## src/rtl/boot_run_sequencer_if.sv

```systemverilog
// Signal bundle linking the boot/run sequencer to its controller, program source, imem and core.
// The master modport is the sequencer's view; the slave modport is the environment's view.
interface boot_run_sequencer_if #(
  parameter int ADDR_W = 8,
  parameter int DATA_W = 32,
  parameter int TMO_W  = 16
);
  logic              start;
  logic [ADDR_W:0]   prog_len;
  logic [TMO_W-1:0]  timeout_cyc;
  logic              src_valid;
  logic [DATA_W-1:0] src_data;
  logic              src_ready;
  logic              imem_we;
  logic [ADDR_W-1:0] imem_addr;
  logic [DATA_W-1:0] imem_wdata;
  logic              core_reset_x;
  logic              commit_valid;
  logic [31:0]       commit_pc;
  logic              busy;
  logic              done;
  logic              halted;
  logic              timed_out;

  modport master (
    input  start, prog_len, timeout_cyc, src_valid, src_data, commit_valid, commit_pc,
    output src_ready, imem_we, imem_addr, imem_wdata, core_reset_x, busy, done, halted, timed_out
  );

  modport slave (
    output start, prog_len, timeout_cyc, src_valid, src_data, commit_valid, commit_pc,
    input  src_ready, imem_we, imem_addr, imem_wdata, core_reset_x, busy, done, halted, timed_out
  );
endinterface

```

## src/rtl/boot_run_sequencer.sv

```systemverilog
// Loads a program into imem while the core is held in reset, releases the core, then ends the
// run on a repeated-PC halt idiom or a cycle watchdog and reports which one ended it.
module boot_run_sequencer #(
  parameter int ADDR_W     = 8,
  parameter int DATA_W     = 32,
  parameter int SETTLE_CYC = 4,
  parameter int HALT_REP   = 4,
  parameter int TMO_W      = 16
) (
  input logic                  clk,
  input logic                  reset_x,
  boot_run_sequencer_if.master bus
);

  typedef enum logic [2:0] {
    S_IDLE,
    S_LOAD,
    S_SETTLE,
    S_RUN,
    S_DONE
  } state_t;

  localparam logic [ADDR_W:0]  MAX_LEN     = {1'b1, {ADDR_W{1'b0}}};
  localparam logic [ADDR_W:0]  ONE_LEN     = {{ADDR_W{1'b0}}, 1'b1};
  localparam logic [TMO_W-1:0] ONE_TMO     = {{(TMO_W-1){1'b0}}, 1'b1};
  localparam logic [3:0]       SETTLE_LAST = 4'(SETTLE_CYC - 1);
  localparam logic [3:0]       REP_MAX     = 4'(HALT_REP);

  state_t            r_state;
  state_t            w_next_state;
  logic [ADDR_W:0]   r_len;
  logic [ADDR_W:0]   r_wcnt;
  logic [TMO_W-1:0]  r_tmo;
  logic [TMO_W-1:0]  r_cyc;
  logic [3:0]        r_settle;
  logic [3:0]        r_rep;
  logic [31:0]       r_last_pc;
  logic              r_seen;
  logic              r_halted;
  logic              r_timed_out;
  logic              r_core_reset_x;

  logic [ADDR_W:0]   w_len_sat;
  logic              w_start;
  logic              w_beat;
  logic              w_last_beat;
  logic              w_same_pc;
  logic [3:0]        w_rep_next;
  logic              w_halt_hit;
  logic              w_tmo_hit;
  logic [DATA_W-1:0] w_wdata;

  // Oversized programs are clipped to the imem depth so the write address never wraps.
  assign w_len_sat   = (bus.prog_len > MAX_LEN) ? MAX_LEN : bus.prog_len;
  assign w_start     = ((r_state == S_IDLE) || (r_state == S_DONE)) && bus.start;
  assign w_beat      = (r_state == S_LOAD) && bus.src_valid;
  assign w_last_beat = w_beat && (r_wcnt == (r_len - ONE_LEN));

  // The first commit of a run has no previous PC to match, so it always restarts the count.
  assign w_same_pc  = r_seen && (bus.commit_pc == r_last_pc);
  assign w_rep_next = !w_same_pc         ? 4'd1  :
                      (r_rep == REP_MAX) ? r_rep : r_rep + 4'd1;
  assign w_halt_hit = (r_state == S_RUN) && bus.commit_valid && (w_rep_next == REP_MAX);
  assign w_tmo_hit  = (r_state == S_RUN) && (r_tmo != '0) && (r_cyc == (r_tmo - ONE_TMO));

  always_ff @(posedge clk or negedge reset_x) begin
    if (!reset_x) begin
      r_state <= S_IDLE;
    end else begin
      r_state <= w_next_state;
    end
  end

  always_comb begin
    w_next_state = r_state;
    case (r_state)
      S_IDLE, S_DONE: begin
        if (bus.start) begin
          w_next_state = (bus.prog_len == '0) ? S_SETTLE : S_LOAD;
        end
      end
      S_LOAD: begin
        if (w_last_beat) begin
          w_next_state = S_SETTLE;
        end
      end
      S_SETTLE: begin
        if (r_settle == SETTLE_LAST) begin
          w_next_state = S_RUN;
        end
      end
      S_RUN: begin
        if (w_halt_hit || w_tmo_hit) begin
          w_next_state = S_DONE;
        end
      end
      default: w_next_state = S_IDLE;
    endcase
  end

  always_comb begin
    bus.src_ready = 1'b0;
    bus.imem_we   = 1'b0;
    bus.imem_addr = '0;
    bus.busy      = 1'b0;
    bus.done      = 1'b0;
    case (r_state)
      S_LOAD: begin
        bus.src_ready = 1'b1;
        bus.imem_we   = bus.src_valid;
        bus.imem_addr = r_wcnt[ADDR_W-1:0];
        bus.busy      = 1'b1;
      end
      S_SETTLE, S_RUN: begin
        bus.busy = 1'b1;
      end
      S_DONE: begin
        bus.done = 1'b1;
      end
      default: begin
        bus.busy = 1'b0;
      end
    endcase
  end

  assign w_wdata          = bus.src_data;
  assign bus.imem_wdata   = w_wdata;
  assign bus.core_reset_x = r_core_reset_x;
  assign bus.halted       = r_halted;
  assign bus.timed_out    = r_timed_out;

  // Core reset follows the next state so the core leaves reset exactly on the first RUN cycle.
  always_ff @(posedge clk or negedge reset_x) begin
    if (!reset_x) begin
      r_len          <= '0;
      r_wcnt         <= '0;
      r_tmo          <= '0;
      r_cyc          <= '0;
      r_settle       <= '0;
      r_rep          <= '0;
      r_last_pc      <= '0;
      r_seen         <= 1'b0;
      r_halted       <= 1'b0;
      r_timed_out    <= 1'b0;
      r_core_reset_x <= 1'b0;
    end else begin
      r_core_reset_x <= (w_next_state == S_RUN);
      r_settle       <= (r_state == S_SETTLE) ? r_settle + 4'd1 : 4'd0;
      r_cyc          <= (r_state == S_RUN) ? r_cyc + ONE_TMO : '0;
      if (w_start) begin
        r_len       <= w_len_sat;
        r_tmo       <= bus.timeout_cyc;
        r_wcnt      <= '0;
        r_rep       <= '0;
        r_last_pc   <= '0;
        r_seen      <= 1'b0;
        r_halted    <= 1'b0;
        r_timed_out <= 1'b0;
      end
      if (w_beat) begin
        r_wcnt <= r_wcnt + ONE_LEN;
      end
      if ((r_state == S_RUN) && bus.commit_valid) begin
        r_rep     <= w_rep_next;
        r_last_pc <= bus.commit_pc;
        r_seen    <= 1'b1;
      end
      // Halt detection takes priority when it coincides with the watchdog expiring.
      if (w_halt_hit) begin
        r_halted <= 1'b1;
      end else if (w_tmo_hit) begin
        r_timed_out <= 1'b1;
      end
    end
  end

endmodule
```

## src/flat_wrapper.sv

```systemverilog
// flat-port wrapper written by rule: the top's interface ports become plain ports
module boot_run_sequencer_flat 
#(
  parameter int ADDR_W     = 8,
  parameter int DATA_W     = 32,
  parameter int SETTLE_CYC = 4,
  parameter int HALT_REP   = 4,
  parameter int TMO_W      = 16
)
  (clk, reset_x, bus_start, bus_prog_len, bus_timeout_cyc, bus_src_valid, bus_src_data, bus_commit_valid, bus_commit_pc, bus_src_ready, bus_imem_we, bus_imem_addr, bus_imem_wdata, bus_core_reset_x, bus_busy, bus_done, bus_halted, bus_timed_out);
  boot_run_sequencer_if #(.ADDR_W(ADDR_W), .DATA_W(DATA_W), .TMO_W(TMO_W)) bus_i ();
  input logic clk;
  input logic reset_x;
  input wire logic [$bits(bus_i.start)-1:0] bus_start;
  input wire logic [$bits(bus_i.prog_len)-1:0] bus_prog_len;
  input wire logic [$bits(bus_i.timeout_cyc)-1:0] bus_timeout_cyc;
  input wire logic [$bits(bus_i.src_valid)-1:0] bus_src_valid;
  input wire logic [$bits(bus_i.src_data)-1:0] bus_src_data;
  input wire logic [$bits(bus_i.commit_valid)-1:0] bus_commit_valid;
  input wire logic [$bits(bus_i.commit_pc)-1:0] bus_commit_pc;
  output wire logic [$bits(bus_i.src_ready)-1:0] bus_src_ready;
  output wire logic [$bits(bus_i.imem_we)-1:0] bus_imem_we;
  output wire logic [$bits(bus_i.imem_addr)-1:0] bus_imem_addr;
  output wire logic [$bits(bus_i.imem_wdata)-1:0] bus_imem_wdata;
  output wire logic [$bits(bus_i.core_reset_x)-1:0] bus_core_reset_x;
  output wire logic [$bits(bus_i.busy)-1:0] bus_busy;
  output wire logic [$bits(bus_i.done)-1:0] bus_done;
  output wire logic [$bits(bus_i.halted)-1:0] bus_halted;
  output wire logic [$bits(bus_i.timed_out)-1:0] bus_timed_out;
  assign bus_i.start = bus_start;
  assign bus_i.prog_len = bus_prog_len;
  assign bus_i.timeout_cyc = bus_timeout_cyc;
  assign bus_i.src_valid = bus_src_valid;
  assign bus_i.src_data = bus_src_data;
  assign bus_i.commit_valid = bus_commit_valid;
  assign bus_i.commit_pc = bus_commit_pc;
  assign bus_src_ready = bus_i.src_ready;
  assign bus_imem_we = bus_i.imem_we;
  assign bus_imem_addr = bus_i.imem_addr;
  assign bus_imem_wdata = bus_i.imem_wdata;
  assign bus_core_reset_x = bus_i.core_reset_x;
  assign bus_busy = bus_i.busy;
  assign bus_done = bus_i.done;
  assign bus_halted = bus_i.halted;
  assign bus_timed_out = bus_i.timed_out;
  boot_run_sequencer #(.ADDR_W(ADDR_W), .DATA_W(DATA_W), .SETTLE_CYC(SETTLE_CYC), .HALT_REP(HALT_REP), .TMO_W(TMO_W)) u_core (.clk(clk), .reset_x(reset_x), .bus(bus_i));
endmodule
```

## config.mk

```make
export PLATFORM = sky130hd
export DESIGN_NAME = boot_run_sequencer_flat
export DESIGN_NICKNAME = d
export VERILOG_FILES = /design/src/rtl/boot_run_sequencer_if.sv /design/src/rtl/boot_run_sequencer.sv /design/src/flat_wrapper.sv
export SDC_FILE = /design/constraint.sdc
export NUM_CORES = 1
export LEC_CHECK = 0
export ABC_AREA = 1
export BUFFER_PORTS_ARGS = -buffer_cell sky130_fd_sc_hd__clkbuf_2
export CAP_MARGIN = 40
export CORE_MARGIN = 8
export CORE_UTILIZATION = 45
export CTS_CLUSTER_DIAMETER = 60
export DETAILED_ROUTE_END_ITERATION = 7
export GPL_ROUTABILITY_DRIVEN = 0
export GPL_TIMING_DRIVEN = 0
export PLACE_DENSITY = 0.68
export SYNTH_ARGS = -nofsm -noshare
export SYNTH_HDL_FRONTEND = slang
export SYNTH_SLANG_ARGS = --single-unit
export TNS_END_PERCENT = 10
```

## constraint.sdc

```tcl
create_clock -name clk -period 3 [get_ports clk]
set_input_delay 0.15 -clock clk [delete_from_list [all_inputs] [get_ports clk]]
set_output_delay 0.15 -clock clk [all_outputs]
set_load 0.1 [all_outputs]
```

# Word-level counts from Yosys, hierarchy flattened
# Index checks and enable logic that the tools add are counted.
[totals] out_inout_bits=47 ff_bits=97
[op_classes] reduce_logical=18 mux=28 n_addsub=6 n_eq_ne=11 order_cmp=1
[op_table] cell="32-bit 2-to-1 mux" n=2
[op_table] cell="32-bit == test" n=1
[op_table] cell="9-bit 2-to-1 mux" n=3
[op_table] cell="4-bit 2-to-1 mux" n=5
[op_table] cell="16-bit by 1-bit adder with 16-bit output, second input constant" n=1
[op_table] cell="16-bit == test" n=1
[op_table] cell="16-bit 2-to-1 mux" n=1
[op_table] cell="16-bit nonzero test" n=1
[op_table] cell="16-bit by 1-bit subtractor with 16-bit output, second input constant" n=1
[op_table] cell="3-bit 2-to-1 mux" n=4
[op_table] cell="3-bit case mux with 4 select lines" n=1
[op_table] cell="1-bit 2-to-1 mux" n=10
[op_table] cell="9-bit by 1-bit adder with 9-bit output, second input constant" n=1
[op_table] cell="3-bit by 2-bit == test with 1-bit output, second input constant" n=3
[op_table] cell="9-bit == test" n=1
[op_table] cell="9-bit greater-than comparator, second input constant" n=1
[op_table] cell="9-bit logical NOT" n=1
[op_table] cell="9-bit by 1-bit subtractor with 9-bit output, second input constant" n=1
[op_table] cell="4-bit by 1-bit adder with 4-bit output, second input constant" n=2
[op_table] cell="4-bit by 3-bit == test with 1-bit output, second input constant" n=2
[op_table] cell="1-bit logical AND" n=8
[op_table] cell="8-bit 2-to-1 mux" n=1
[op_table] cell="2-bit nonzero test" n=3
[op_table] cell="4-bit by 2-bit == test with 1-bit output, second input constant" n=1
[op_table] cell="other kinds (7)" n=8

# Depth between registers and ports, before layout
# Gate-level depths: netlist of the first run.
[logic_depth] ltp_word=9 depth_mapped=15 depth_no_buf=15

# Worst setup path after synthesis of the first run
# Ideal clock, no wire load.
[synth_timing] path_type="register -> output" from="register u_core.r_state[0]" to="output port bus_done" slack_ns=0.944 stages_incl_launch_ff=4 path_buffers=0 arrival_time_ns=1.906 required_ns=2.850 path_cell_list="dfrtp_1 nor2_1 inv_1 nor2_1"
[synth_between] elab_chain_len=2
[synth_rtl] item="from (decl)" line_no="boot_run_sequencer.sv:29" source="state_t r_state;"
[synth_rtl] item="from (signal assigned)" line_no="boot_run_sequencer.sv:70" source="r_state <= w_next_state;"
[synth_rtl] item="3-bit == test" line_no="boot_run_sequencer.sv:107" source="case (r_state)"
[synth_rtl] item="1-bit 2-to-1 mux" line_no="boot_run_sequencer.sv:107"
[synth_rtl] item="to (decl)" line_no="flat_wrapper.sv:27" source="output wire logic [$bits(bus_i.done)-1:0] bus_done;"
# No other way between the ends.

# Worst setup path in the final report of the first run
[layout_timing] from="register u_core.r_tmo[1]" to="register u_core.r_core_reset_x, in the netlist u_core.bus.core_reset_x"
[layout_between] elab_chain_len=7 word_cells_on_any_way=9
[layout_rtl] item="from (decl)" line_no="boot_run_sequencer.sv:33" source="logic [TMO_W-1:0] r_tmo;"
[layout_rtl] item="from (signal assigned)" line_no="boot_run_sequencer.sv:152" source="r_tmo <= bus.timeout_cyc;"
[layout_rtl] item="16-bit by 1-bit subtractor with 16-bit output or 16-bit nonzero test (tied branches)" line_no="boot_run_sequencer.sv:64" source="assign w_tmo_hit = (r_state == S_RUN) && (r_tmo != '0) && (r_cyc == (r_tmo - ONE_TMO));"
[layout_rtl] item="16-bit == test or 1-bit logical AND (tied branches)" line_no="boot_run_sequencer.sv:64"
[layout_rtl] item="1-bit logical AND *" line_no="boot_run_sequencer.sv:64"
[layout_rtl] item="1-bit logical OR *" line_no="boot_run_sequencer.sv:93" source="if (w_halt_hit || w_tmo_hit) begin"
[layout_rtl] item="3-bit 2-to-1 mux *" line_no="boot_run_sequencer.sv:93"
[layout_rtl] item="3-bit case mux with 4 select lines *" line_no="boot_run_sequencer.sv:76" source="case (r_state)"
[layout_rtl] item="3-bit by 2-bit == test with 1-bit output *" line_no="boot_run_sequencer.sv:147" source="r_core_reset_x <= (w_next_state == S_RUN);"
[layout_rtl] item="to (signal assigned)" line_no="boot_run_sequencer.sv:147"
[layout_rtl] item="to (decl)" line_no="boot_run_sequencer.sv:41" source="logic r_core_reset_x;"
# Every way passes the cells marked *; elsewhere a longest branch is shown, timed or not.
# A chain may end at the register's enable or synchronous reset.

==> parameters.txt, run 1 <==
Parameter                              Value

Status
  Outcome ... complete, no violations

Logic synthesis
  Synth Instances ... 895
  Cell variety after synth ... 36
  Sequential-to-total area share from yosys stat ... 38.9%
  Top cells by area, synth ... sky130_fd_sc_hd__dfrtp_1 39%, sky130_fd_sc_hd__nand2_1 16%, sky130_fd_sc_hd__inv_1 8.4%, sky130_fd_sc_hd__nor2_1 6.7%, sky130_fd_sc_hd__buf_4 4.0%
  Netlist Area Pre-Place ... 0.00624 mm²
  Cell taking the most area after synthesis ... sky130_fd_sc_hd__dfrtp_1
  Area share of the leading cell type in the synthesized netlist ... 38.9%
  Number of nets produced by synthesis ... 997
  Syn. warnings ... 0
  Syn_area_per_cell ... 6.97 µm²
  Number of storage elements in the synthesis netlist ... 97

Route
  Number of nets still failing antenna checks after routing ... 0
  Total detailed-routing wirelength ... 15.5 mm
  # DRC ... 0
  Drt via density ... 4.82
  Total vias in the final route ... 5826
  TritonRoute pass-1 iters ... 5
  Mean routed wirelength per cell ... ~13 µm
  Violation count after the first detailed-routing iteration ... 267

Setup path
  Category of the worst setup path capture point ... register
  Startpoint type of the worst setup path ... register
  Data arrival time of the critical path ... 2340 ps
  CP Data Required Time ... roughly 3200 ps
  Category of the critical setup timing path ... register to register
  Largest fanout of any net on the critical path ... 4

Finish
  Layout cells sized above 1 ... between 10% and 20%
  Number of filler instances in the final layout ... 1389
  # diodes ... 0
  Total number of nets in the final design ... 1126
  Cell area after layout ... 0.00741 mm²
  Area growth, synth to finish ... 18.8%

CTS
  TritonCTS Buffers ... 9
  TritonCTS sink count ... 97
  Clock tree root driver cell ... sky130_fd_sc_hd__clkbuf_16
  H-tree level count ... 3
  Gates resized, CTS repair ... 0
  Clock input transition at the sequential cells of the worst setup and hold paths ... ~80 ps
  Number of post-CTS setup repair buffers ... 0
  CTS Hold Buffers Added ... 9
  Clock latency on the worst-skew pair ... 350 ps
  Largest buffer count on any clock path ... 2
  Clock tree from TritonCTS ... yes

STA
  Setup violation total in the final timing report ... 0
  RSZ-0062 raised after global routing ... false
  Measured slew at the worst slew-check pin ... 603 ps
  Number of pins exceeding their max-slew limit in the final report ... 0
  Number of hold violations in the final report ... 0
  Fmax ... approximately 470 MHz
  Worst clock skew on the final layout ... 9.70 ps
  Post-Route Setup TNS ... 0 ps
  Worst max-slew margin expressed relative to the limit ... between 50% and 60%
  Final period demand of the worst path ... 2110 ps
  Crit share post-route ... about 70%

Die
  Std-Cell Rows ... 43
  Die outline width ... 134 µm
  Initial core utilization ... 45.5%
  Total core area ... approximately 0.014 mm²
  Die area ... 0.0179 mm²
  I/O Pins ... 141
  Y dimension of the die ... 134 µm

Power and ir drop
  Fraction of power consumed by the clock network ... 20.7%
  Internal power of the cells ... 2.92 mW
  Net Sw Power ... 2.56 mW
  Share of total power consumed by net switching ... around 47%
  Leakage ... 3.95 nW
  Max IR drop VDD ... just over 400 µV
  Power per Cell Area ... 739 mW/mm²
  Combinational fraction of design power ... 45.6%
  Share of total power in sequential cells ... 33.7%

GRT
  First-pass GRT wire length ... around 26 mm
  Total congestion overflow ... 0
  Global router's overall resource usage ... 17.6%
  Pin count of the biggest net entering global routing ... 60
  Initial antenna violation count ... 0
  Vias in the first global route ... 5594

Worst hold path
  HP Class ... input pin to register

Job
  Number of maximum-capacitance violations ... 0

Placed design
  Dpl hpwl ... 12.2 mm
  Number of port buffers ... 108
  Placed instance area ... 0.00704 mm²
-- sequential cells by signal (all words and copies together) (netlist names) --
signal                   count
u_core.bus.core_reset_x      1
u_core.bus.halted            1
u_core.bus.timed_out         1
u_core.r_cyc                16
u_core.r_last_pc            32
u_core.r_len                 9
u_core.r_rep                 4
u_core.r_seen                1
u_core.r_settle              4
u_core.r_state               3
u_core.r_tmo                16
u_core.r_wcnt                9
-- power by group through the flow --
stage	Combinational (mW)	Sequential, mW	Clock (mW)
floorplan	1.97	1.83	0
global placement	2.45	1.86	0
detailed placement	2.48	1.86	0
CTS	2.50	1.84	1.17
global route	2.79	1.88	1.22
finish	2.50	1.85	1.13
-- through the flow --
stage	setup WS (ps)	utilization (%)	cells	hold slack (ps)	total power [mW]
floorplan	944	-	895	-146	3.80
global placement	444	51.1	1183	355	4.32
detailed placement	942	51.3	1184	230	4.34
CTS	903	54.0	1209	0.0359	5.51
global route	594	54.0	1209	18.8	5.89
finish	891	54.0	1209	12.5	5.48
-- logic make-up (layout without fill, tap and decap cells) --
group / Yosys count / count (layout) / share of synthesized area, %
buffers and inverters: 191 / 325 / 13.6
xor gates and xnor gates: 29 / 29 / 4.29
adders and majority gates: 8 / 8 / 1.60
DFF: 97 / 97 / 38.9
and+or+nand+nor: 472 / 472 / 33.0
AOI/OAI and AO/OA: 98 / 98 / 8.68
-- critical path, stage by stage (launching register included) --
cell	delay, ps
sky130_fd_sc_hd__dfrtp_1	360
sky130_fd_sc_hd__inv_1	130
sky130_fd_sc_hd__ha_1	220
sky130_fd_sc_hd__inv_1	70
sky130_fd_sc_hd__nor2_1	300
sky130_fd_sc_hd__nand2_1	90
sky130_fd_sc_hd__nand2_1	100
sky130_fd_sc_hd__nand2_1	50
sky130_fd_sc_hd__nor2_1	90
sky130_fd_sc_hd__nand3_1	80
sky130_fd_sc_hd__nor2_1	80
sky130_fd_sc_hd__nand3_1	180
sky130_fd_sc_hd__nand3_2	150
sky130_fd_sc_hd__nand2_1	80
-- cells in the mapped netlist, drive strengths merged --
cell type and number:
a21oi 22, a22oi 1, a31o 1, a31oi 1, and3 2, buf 37, clkbuf 7, clkinv 1
dfrtp 97, ha 8, inv 146, nand2 265, nand3 49, nand3b 4, nand4 12, nor2 123
nor3 9, nor4 5, o21ai 38, o22ai 35, or2 3, xnor2 10, xnor3 1, xor2 18
-- per-layer routing --
metal / routed length (µm) / track usage [%] / share of wire [%] / vias up
li1: - / - / - / 3029
met2: 7280 / 28.6 / 47 / 135
met1: 7150 / 22.4 / 46 / 2643
met4: 263 / 6.05 / 1.7 / 0
met3: 808 / 4.03 / 5.2 / 19
met5: 0 / 0 / 0 / -
-- path summary, 6_finish.rpt --
kind	startpoint	end	slack [ps]	cells after the start
hold reg to reg	u_core.r_settle[0]$_DFF_PN0_	u_core.r_settle[0]$_DFF_PN0_	470	1
min in group asynchronous	reset_x	u_core.r_last_pc[8]$_DFFE_PN0P_	380	2
setup reg to reg	u_core.r_tmo[1]$_DFFE_PN0P_	u_core.bus.core_reset_x$_DFF_PN0_	890	13
max in group asynchronous	reset_x	u_core.r_len[0]$_DFFE_PN0P_	1930	3
hold / removal	bus_timeout_cyc[7]	u_core.r_tmo[7]$_DFFE_PN0P_	10	3
setup / recovery	u_core.r_tmo[1]$_DFFE_PN0P_	u_core.bus.core_reset_x$_DFF_PN0_	890	13
-- placed cells by master (no fill, tap or decap), drive strengths merged --
cell type,instances
xor2,18
nand3b,4
nor4,5
buf,38
nand3,49
a31o,1
xnor3,1
nor3,9
dlygate4sd3,9
a31oi,1
a21oi,22
or2,3
xnor2,10
o21ai,38
nand2,265
clkinvlp,3
clkinv,2
nor2,123
and3,2
o22ai,35
a22oi,1
nand4,12
clkbuf,125
inv,148
ha,8
dfrtp,97
-- area by class of cell --
type	instances	area, µm²	area share (%)
Clock inverter	6	48.8	0.658
Timing Repair Buffer	118	661	8.91
Tap cell	180	225	3.04
Buffer	44	294	3.97
Multi-Input combinational cell	607	2970	40.0
Inverter	147	552	7.44
Sequential cell	97	2430	32.7
Clock buffer	10	239	3.22
(Power assumes the default switching activity.)
==> run 2: changes to the inputs <==
==> constraint.sdc (replaced) <==
create_clock -name clk -period 2.1 [get_ports clk]
set_input_delay 0.105 -clock clk [delete_from_list [all_inputs] [get_ports clk]]
set_output_delay 0.105 -clock clk [all_outputs]
set_load 0.1 [all_outputs]
==> run 2 against run 1 <==
Compared with the run above: fmax up 8.7%; clock power up 43%; register-to-register slack worse by 730 ps; sequential power up 43%; combinational power up 45%; clock skew about the same; power up 44%; via count up 0.19%; count of clock-buffer cells in the layout unchanged; worst setup slack worse by 730 ps; largest cell class unchanged.
==> parameters.txt, run 2 (same netlist as run 1, synthesis figures left out) <==
Parameter                              Value

GRT
  Total congestion overflow ... 0
  Vias in the first global route ... 5649
  Initial antenna violation count ... 0
  First-pass GRT wire length ... roughly 26 mm
  Pin count of the biggest net entering global routing ... 60
  Global router's overall resource usage ... around 18%

Route
  Number of nets still failing antenna checks after routing ... 0
  # DRC ... 0
  Mean routed wirelength per cell ... 12.8 µm
  Drt via density ... 4.78
  Violation count after the first detailed-routing iteration ... between 200 and 300
  TritonRoute pass-1 iters ... 5
  Total detailed-routing wirelength ... 15.7 mm
  Total vias in the final route ... slightly below 6000

CTS
  Number of post-CTS setup repair buffers ... 0
  TritonCTS Buffers ... 9
  Clock input transition at the sequential cells of the worst setup and hold paths ... roughly 80 ps
  TritonCTS sink count ... 97
  Clock tree root driver cell ... sky130_fd_sc_hd__clkbuf_16
  Clock tree from TritonCTS ... yes
  Clock latency on the worst-skew pair ... 350 ps
  H-tree level count ... 3
  Largest buffer count on any clock path ... 2

Worst hold path
  HP Class ... input pin to register
  Source of the worst hold timing path ... bus_prog_len[2]
  Hold Crit Depth ... 3

Die
  Y dimension of the die ... 134 µm
  Initial core utilization ... ~45%
  Die area ... around 0.018 mm²
  Total core area ... 0.0137 mm²
  Std-Cell Rows ... between 40 and 50
  Die outline width ... 134 µm
  I/O Pins ... 141

Placed design
  Dpl hpwl ... approximately 12 mm
  Placed cells ... 1184
  Dpl ws ... around 42 ps
  Number of port buffers ... 108

Setup path
  Startpoint type of the worst setup path ... register
  Largest fanout of any net on the critical path ... 10
  Capture instance of the worst register-to-register path ... u_core.r_wcnt[8]$_DFFE_PN0P_
  Setup slack of the most critical reg-to-reg path ... between 150 and 200 ps
  Cell repeated most along the worst path ... sky130_fd_sc_hd__a21oi_1
  Data arrival time of the critical path ... 2170 ps
  List of cells traversed by the critical path ... nor2_1, inv_1, nor2_2, inv_2, clkbuf_1, a21oi_1, a21oi_1
  Startpoint of the most critical setup path ... u_core.r_state[0]$_DFF_PN0_
  Critical Path Max Stage Delay ... 450 ps
  Category of the critical setup timing path ... register to register
  Cell depth of the worst flop-to-flop path ... 7
  Capturing element of the worst setup path ... u_core.r_wcnt[8]$_DFFE_PN0P_
  Category of the worst setup path capture point ... register
  Slowest cell on the critical path ... sky130_fd_sc_hd__dfrtp_1
  CP Data Required Time ... 2330 ps
  Reg-to-Reg Start ... u_core.r_state[0]$_DFF_PN0_

Finish
  Layout cells sized above 1 ... 20.0%
  Leading cell type in the layout, fill and taps excluded ... sky130_fd_sc_hd__nand2_1
  Reg with most FFs ... u_core.r_last_pc
  Area growth, synth to finish ... 21.2%
  Final Instance Count excl. Fillers ... 1221
  Top flop regs ... u_core.r_last_pc: 32 flops, u_core.r_cyc: 16 flops, u_core.r_tmo: 16 flops
  # diodes ... 0
  Largest register FFs ... 32
  Total number of nets in the final design ... ~1100
  Most frequent cells in the layout ... 261 x sky130_fd_sc_hd__nand2_1, 138 x sky130_fd_sc_hd__inv_1, 108 x sky130_fd_sc_hd__nor2_1

STA
  Worst max-slew margin expressed relative to the limit ... 59.7%
  Setup violation total in the final timing report ... 0
  Measured slew at the worst slew-check pin ... 604 ps
  Crit share post-route ... 92.4%
  Final WS setup ... about 160 ps
  Worst clock skew on the final layout ... 10.0 ps
  Number of pins exceeding their max-slew limit in the final report ... 0
  RSZ-0062 raised after global routing ... false
  Number of hold violations in the final report ... 0
  Fmax ... between 500 and 600 MHz
  Final period demand of the worst path ... 1940 ps

Power and ir drop
  Max IR drop VDD ... 586 µV
  Leakage ... 4.00 nW
  Power per Cell Area ... 1040 mW/mm²

Status
  Outcome ... complete, no violations

Job
  Number of maximum-capacitance violations ... 0
-- run 2: cell types whose count changed in the layout (fill, tap and decap cells not counted), sizes merged --
| cell | change |
|---|---|
| dlygate4sd3 | +12 |
-- run 2: where the power goes --
part | leakage, nW | switching, mW | internal [mW] | total, mW
clock | 0.132 | 0.772 | 0.847 | 1.62
combinational | 2.57 | 2.53 | 1.11 | 3.63
sequential | 1.30 | 0.391 | 2.25 | 2.64
total | 4.00 | 3.69 | 4.20 | 7.89
-- run 2: through the flow --
stage	utilization, %	instance area (µm²)	power [mW]	hold slack, ps	setup TNS [ps]
finish	55.1	7560	7.89	24.7	0
global route	55.1	7560	8.49	31.7	0
CTS	54.9	7530	7.89	6.51	0
detailed placement	51.3	7040	6.20	185	0
global placement	51.1	7010	6.17	310	-38830
floorplan	-	6240	5.43	-191	0
-- run 2: area by class of cell --
type	instances	area (µm²)
Tap cell	180	225
Clock buffer	10	239
Fill cell	1377	6160
Timing Repair Buffer	130	781
Buffer	44	294
Clock inverter	6	48.8
Multi-Input combinational cell	607	3000
Inverter	147	552
Sequential cell	97	2430
-- run 2: critical path: cells and delay by family, from the launching register on --
kind                   cells  cell delay [ps]
buffers and inverters      3              600
AND/OR/NAND/NOR            2              510
flip-flops                 1              450
AO/OA/AOI/OAI              2              280
-- run 2: worst min-delay path by stage --
stage,endpoint,slack [ps]
5_1_grt,u_core.r_last_pc[13]$_DFFE_PN0P_,30
3_5_place_dp,u_core.r_last_pc[8]$_DFFE_PN0P_,180
2_1_floorplan,u_core.bus.core_reset_x$_DFF_PN0_,-190
4_1_cts,u_core.r_len[2]$_DFFE_PN0P_,7
6_report,u_core.r_len[2]$_DFFE_PN0P_,20
3_3_place_gp,u_core.r_tmo[15]$_DFFE_PN0P_,310
-- run 2: metal layers --
layer / wire length, µm / track usage [%] / up-vias / part of all wire [%]
li1: - / - / 3050 / -
met1: 7120 / 22.7 / 2638 / 45
met2: 7410 / 28.8 / 124 / 47
met3: 835 / 3.95 / 25 / 5.3
met4: 317 / 6.43 / 0 / 2.0
met5: 0 / 0 / - / 0
-- run 2: what timing repair did --
item                                    CTS  global route
hold endpoints to repair                 58             0
hold buffers                             21             0
endpoints found under the setup margin    0             5
gates resized for setup                   0             8
==> run 3: changes to the inputs <==
--- a/config.mk
+++ b/config.mk
@@ -5,16 +5,17 @@
 export SDC_FILE = /design/constraint.sdc
 export NUM_CORES = 1
 export LEC_CHECK = 0
-export ABC_AREA = 1
+export ABC_AREA = 0
 export BUFFER_PORTS_ARGS = -buffer_cell sky130_fd_sc_hd__clkbuf_2
 export CAP_MARGIN = 40
 export CORE_MARGIN = 8
 export CORE_UTILIZATION = 45
 export CTS_CLUSTER_DIAMETER = 60
+export CTS_CLUSTER_SIZE = 8
 export DETAILED_ROUTE_END_ITERATION = 7
 export GPL_ROUTABILITY_DRIVEN = 0
 export GPL_TIMING_DRIVEN = 0
-export PLACE_DENSITY = 0.68
+export PLACE_DENSITY = 0.69
 export SYNTH_ARGS = -nofsm -noshare
 export SYNTH_HDL_FRONTEND = slang
 export SYNTH_SLANG_ARGS = --single-unit
==> run 3 against run 2 <==
Compared with the run above: the flow now finishes with violations (setup timing); design area is 0.79% lower; critical path depth is 1 lower; clock power hardly changed; sequential share of layout area is 0.36 points higher; combinational power is 79% lower.
==> parameters.txt, run 3 <==
Parameter                              Value

Setup path
  Category of the critical setup timing path ... register to register
  Largest fanout of any net on the critical path ... 10
  Data arrival time of the critical path ... ~2600 ps
  CP Data Required Time ... between 2000 and 2500 ps
  Category of the worst setup path capture point ... register
  Startpoint type of the worst setup path ... register

Logic synthesis
  Netlist Area Pre-Place ... 0.00582 mm²
  Cell variety after synth ... 62
  Post-synthesis share of cell area spent on full adders, half adders and majority gates ... between 1.5 and 2%
  Compound-gate portion of the synthesized area ... between 7 and 8%
  Cell taking the most area after synthesis ... sky130_fd_sc_hd__dfrtp_1
  Syn. warnings ... 0
  Sequential-to-total area share from yosys stat ... 41.7%
  Ys flop type ... sky130_fd_sc_hd__dfrtp_1
  Leading cell type by number of instances after synthesis ... sky130_fd_sc_hd__dfrtp_1
  Synth Instances ... 643
  Number of storage elements in the synthesis netlist ... 97
  XOR/XNOR share of the synthesized area ... a little under an eighth
  Cell types with the highest counts after synthesis ... 97 x sky130_fd_sc_hd__dfrtp_1, 96 x sky130_fd_sc_hd__nand2_1, 66 x sky130_fd_sc_hd__nand3_1, 49 x sky130_fd_sc_hd__xnor2_1, 32 x sky130_fd_sc_hd__buf_4
  Synthesized-area fraction occupied by and/or/nand/nor cells ... ~25%
  Top cells by area, synth ... sky130_fd_sc_hd__dfrtp_1 42%, sky130_fd_sc_hd__xnor2_1 7.4%, sky130_fd_sc_hd__nand2_1 6.2%, sky130_fd_sc_hd__nand3_1 5.7%, sky130_fd_sc_hd__buf_4 4.1%
  Async SR Flop Fraction ... 100%
  Main combinational cell family by area after synthesis ... simple AND/OR/NAND/NOR gates
  Post-synthesis mux area share ... 4.17%
  Number of nets produced by synthesis ... 745
  Syn_area_per_cell ... 9.06 µm²
  Count of flip-flops with a built-in enable after synthesis ... 0
  Area share of the leading cell type in the synthesized netlist ... between 40% and 50%

Placed design
  Dpl hpwl ... 11.3 mm
  Number of port buffers ... 107

Route
  Drt via density ... 5.22
  Mean routed wirelength per cell ... 15.7 µm
  Total vias in the final route ... 5146
  TritonRoute pass-1 iters ... 4
  # DRC ... 0
  Number of nets still failing antenna checks after routing ... 0
  Violation count after the first detailed-routing iteration ... 295
  Total detailed-routing wirelength ... around 15 mm

Finish
  Final Util ... 59.4%
  Layout cells sized above 1 ... 26.1%
  Largest register FFs ... 32
  Top flop regs ... u_core.r_last_pc: 32 flops, u_core.r_cyc: 16 flops, u_core.r_tmo: 16 flops
  Area growth, synth to finish ... 28.8%
  Leading cell type in the layout, fill and taps excluded ... sky130_fd_sc_hd__clkbuf_2
  Reg with most FFs ... u_core.r_last_pc
  Total number of nets in the final design ... between 900 and 1000
  Most frequent cells in the layout ... 98 x sky130_fd_sc_hd__clkbuf_2, 96 x sky130_fd_sc_hd__nand2_1, 91 x sky130_fd_sc_hd__dfrtp_1
  # diodes ... 0

CTS
  H-tree level count ... 3
  Largest buffer count on any clock path ... 2
  Clock latency on the worst-skew pair ... ~350 ps
  Clock tree root driver cell ... sky130_fd_sc_hd__clkbuf_16
  TritonCTS Buffers ... 9
  Clock input transition at the sequential cells of the worst setup and hold paths ... 60 ps
  TritonCTS sink count ... 97
  Clock tree from TritonCTS ... yes

Power and ir drop
  Share of total power in sequential cells ... 45.5%
  Fraction of power consumed by the clock network ... a little under two fifths
  Max IR drop VDD ... 487 µV
  Overall Power ... ~4.4 mW
  Internal power of the cells ... 3.14 mW
  Power per Cell Area ... 582 mW/mm²
  Share of total power consumed by net switching ... 28.0%
  Leakage ... approximately 3.5 nW
  Combinational fraction of design power ... between 10% and 20%
  Net Sw Power ... 1.22 mW

GRT
  Vias in the first global route ... between 5000 and 6000
  Initial antenna violation count ... 0
  Pin count of the biggest net entering global routing ... 63
  Global router's overall resource usage ... 18.8%
  Total congestion overflow ... 0
  First-pass GRT wire length ... 25.4 mm

STA
  Worst clock skew on the final layout ... 8.95 ps
  Fmax ... between 400 and 500 MHz
  Measured slew at the worst slew-check pin ... 624 ps
  Setup violation total in the final timing report ... 5
  Worst max-slew margin expressed relative to the limit ... 58.4%
  Final WS setup ... -243 ps
  Crit share post-route ... 112%
  Number of pins exceeding their max-slew limit in the final report ... 0
  Final period demand of the worst path ... between 2000 and 2500 ps
  RSZ-0062 raised after global routing ... true
  Number of hold violations in the final report ... 0

Worst hold path
  HP Class ... input pin to register

Die
  Y dimension of the die ... 130 µm
  Total core area ... 0.0126 mm²
  Initial core utilization ... ~46%
  Std-Cell Rows ... 41
  Die outline width ... between 100 and 150 µm
  Die area ... 0.0168 mm²
  I/O Pins ... 141

Status
  Outcome ... finished, violations left
  Violated checks ... setup timing

Job
  Number of maximum-capacitance violations ... 0
-- run 3: changes by cell type after synthesis, sizes merged, moves of 11 or more --
cell | previous run | this run
nand2 | 265 | 97
clkbuf | 7 | 23
nor2 | 123 | 27
xnor2 | 10 | 49
mux2 | 0 | 18
nand2b | 0 | 18
and2 | 0 | 11
inv | 146 | 20
o22ai | 35 | 2
a21oi | 22 | 7
nand3 | 49 | 66
-- run 3: critical path, cell delays in order, from the launching register on --
cell                      delay [ps]
sky130_fd_sc_hd__dfrtp_2         470
sky130_fd_sc_hd__or4_4           610
sky130_fd_sc_hd__nor4_4          300
sky130_fd_sc_hd__xnor2_1         150
sky130_fd_sc_hd__nor4_2          260
sky130_fd_sc_hd__and4_4          310
sky130_fd_sc_hd__o21ai_0         100
-- run 3: final timing paths --
path | to | cells past startpoint | start | slack [ps]
setup / recovery | u_core.bus.core_reset_x$_DFF_PN0_ | 6 | u_core.r_tmo[5]$_DFFE_PN0P_ | -240
hold reg to reg | u_core.bus.halted$_DFFE_PN0P_ | 2 | u_core.bus.halted$_DFFE_PN0P_ | 490
hold / removal | u_core.r_tmo[4]$_DFFE_PN0P_ | 2 | bus_timeout_cyc[4] | 4
setup reg to reg | u_core.bus.core_reset_x$_DFF_PN0_ | 6 | u_core.r_tmo[5]$_DFFE_PN0P_ | -240
min in group asynchronous | u_core.r_tmo[8]$_DFFE_PN0P_ | 2 | reset_x | 310
max in group asynchronous | u_core.r_rep[0]$_DFFE_PN0P_ | 3 | reset_x | 1100
-- run 3: kinds of logic after synthesis --
logic type / Yosys count
buffers and inverters: 82
DFF: 97
AOI/OAI and AO/OA: 71
muxes: 22
xor gates and xnor gates: 76
and+or+nand+nor: 287
adders and majority gates: 8
-- run 3: cell type report --
class                   instances  area [µm²]
fillers                      1120        5120
multi-input cells             465        3040
flip-flops and latches         97        2430
repair buffers                158        1090
plain buffers                  59         368
clock buffers                  11         243
well taps                     172         215
inverters                      20        75.1
clock inverters                 3        42.5
-- run 3: metal layers --
layer | vias to the layer above | global-route usage, % | routed length, µm
met2 | 128 | 33.3 | 7980
met4 | 0 | 5.87 | 266
met5 | - | 0 | 0
li1 | 2520 | - | -
met1 | 2475 | 22.0 | 6470
met3 | 23 | 4.69 | 737
-- run 3: power groups by stage --
stage / Combinational, mW / Sequential (mW) / Clock (mW)
2_1_floorplan: 0.491 / 2.01 / 0
4_1_cts: 0.752 / 1.99 / 1.66
5_1_grt: 0.816 / 1.99 / 1.73
3_3_place_gp: 0.668 / 2.02 / 0
3_5_place_dp: 0.686 / 2.02 / 0
6_report: 0.752 / 1.99 / 1.63
-- run 3: through the flow --
stage | setup TNS [ps] | setup slack [ps] | cells | instance area (µm²) | hold slack, ps
2_1_floorplan | -1350 | -282 | 643 | 5830 | -191
3_3_place_gp | -31060 | -403 | 922 | 6580 | 326
3_5_place_dp | -2120 | -436 | 923 | 6610 | 141
4_1_cts | -849 | -185 | 985 | 7440 | 0.674
5_1_grt | -1380 | -314 | 985 | 7500 | 0.983
6_report | -1120 | -243 | 985 | 7500 | 3.66
-- run 3: repair_timing --
action | CTS | global route
resized for setup | 19 | 25
pin swaps | 6 | 1
endpoints found under the setup margin | 8 | 17
buffers inserted | 6 | 0
cloned | 1 | 0
hold buffers | 44 | 0
endpoints found under the hold margin | 78 | 0
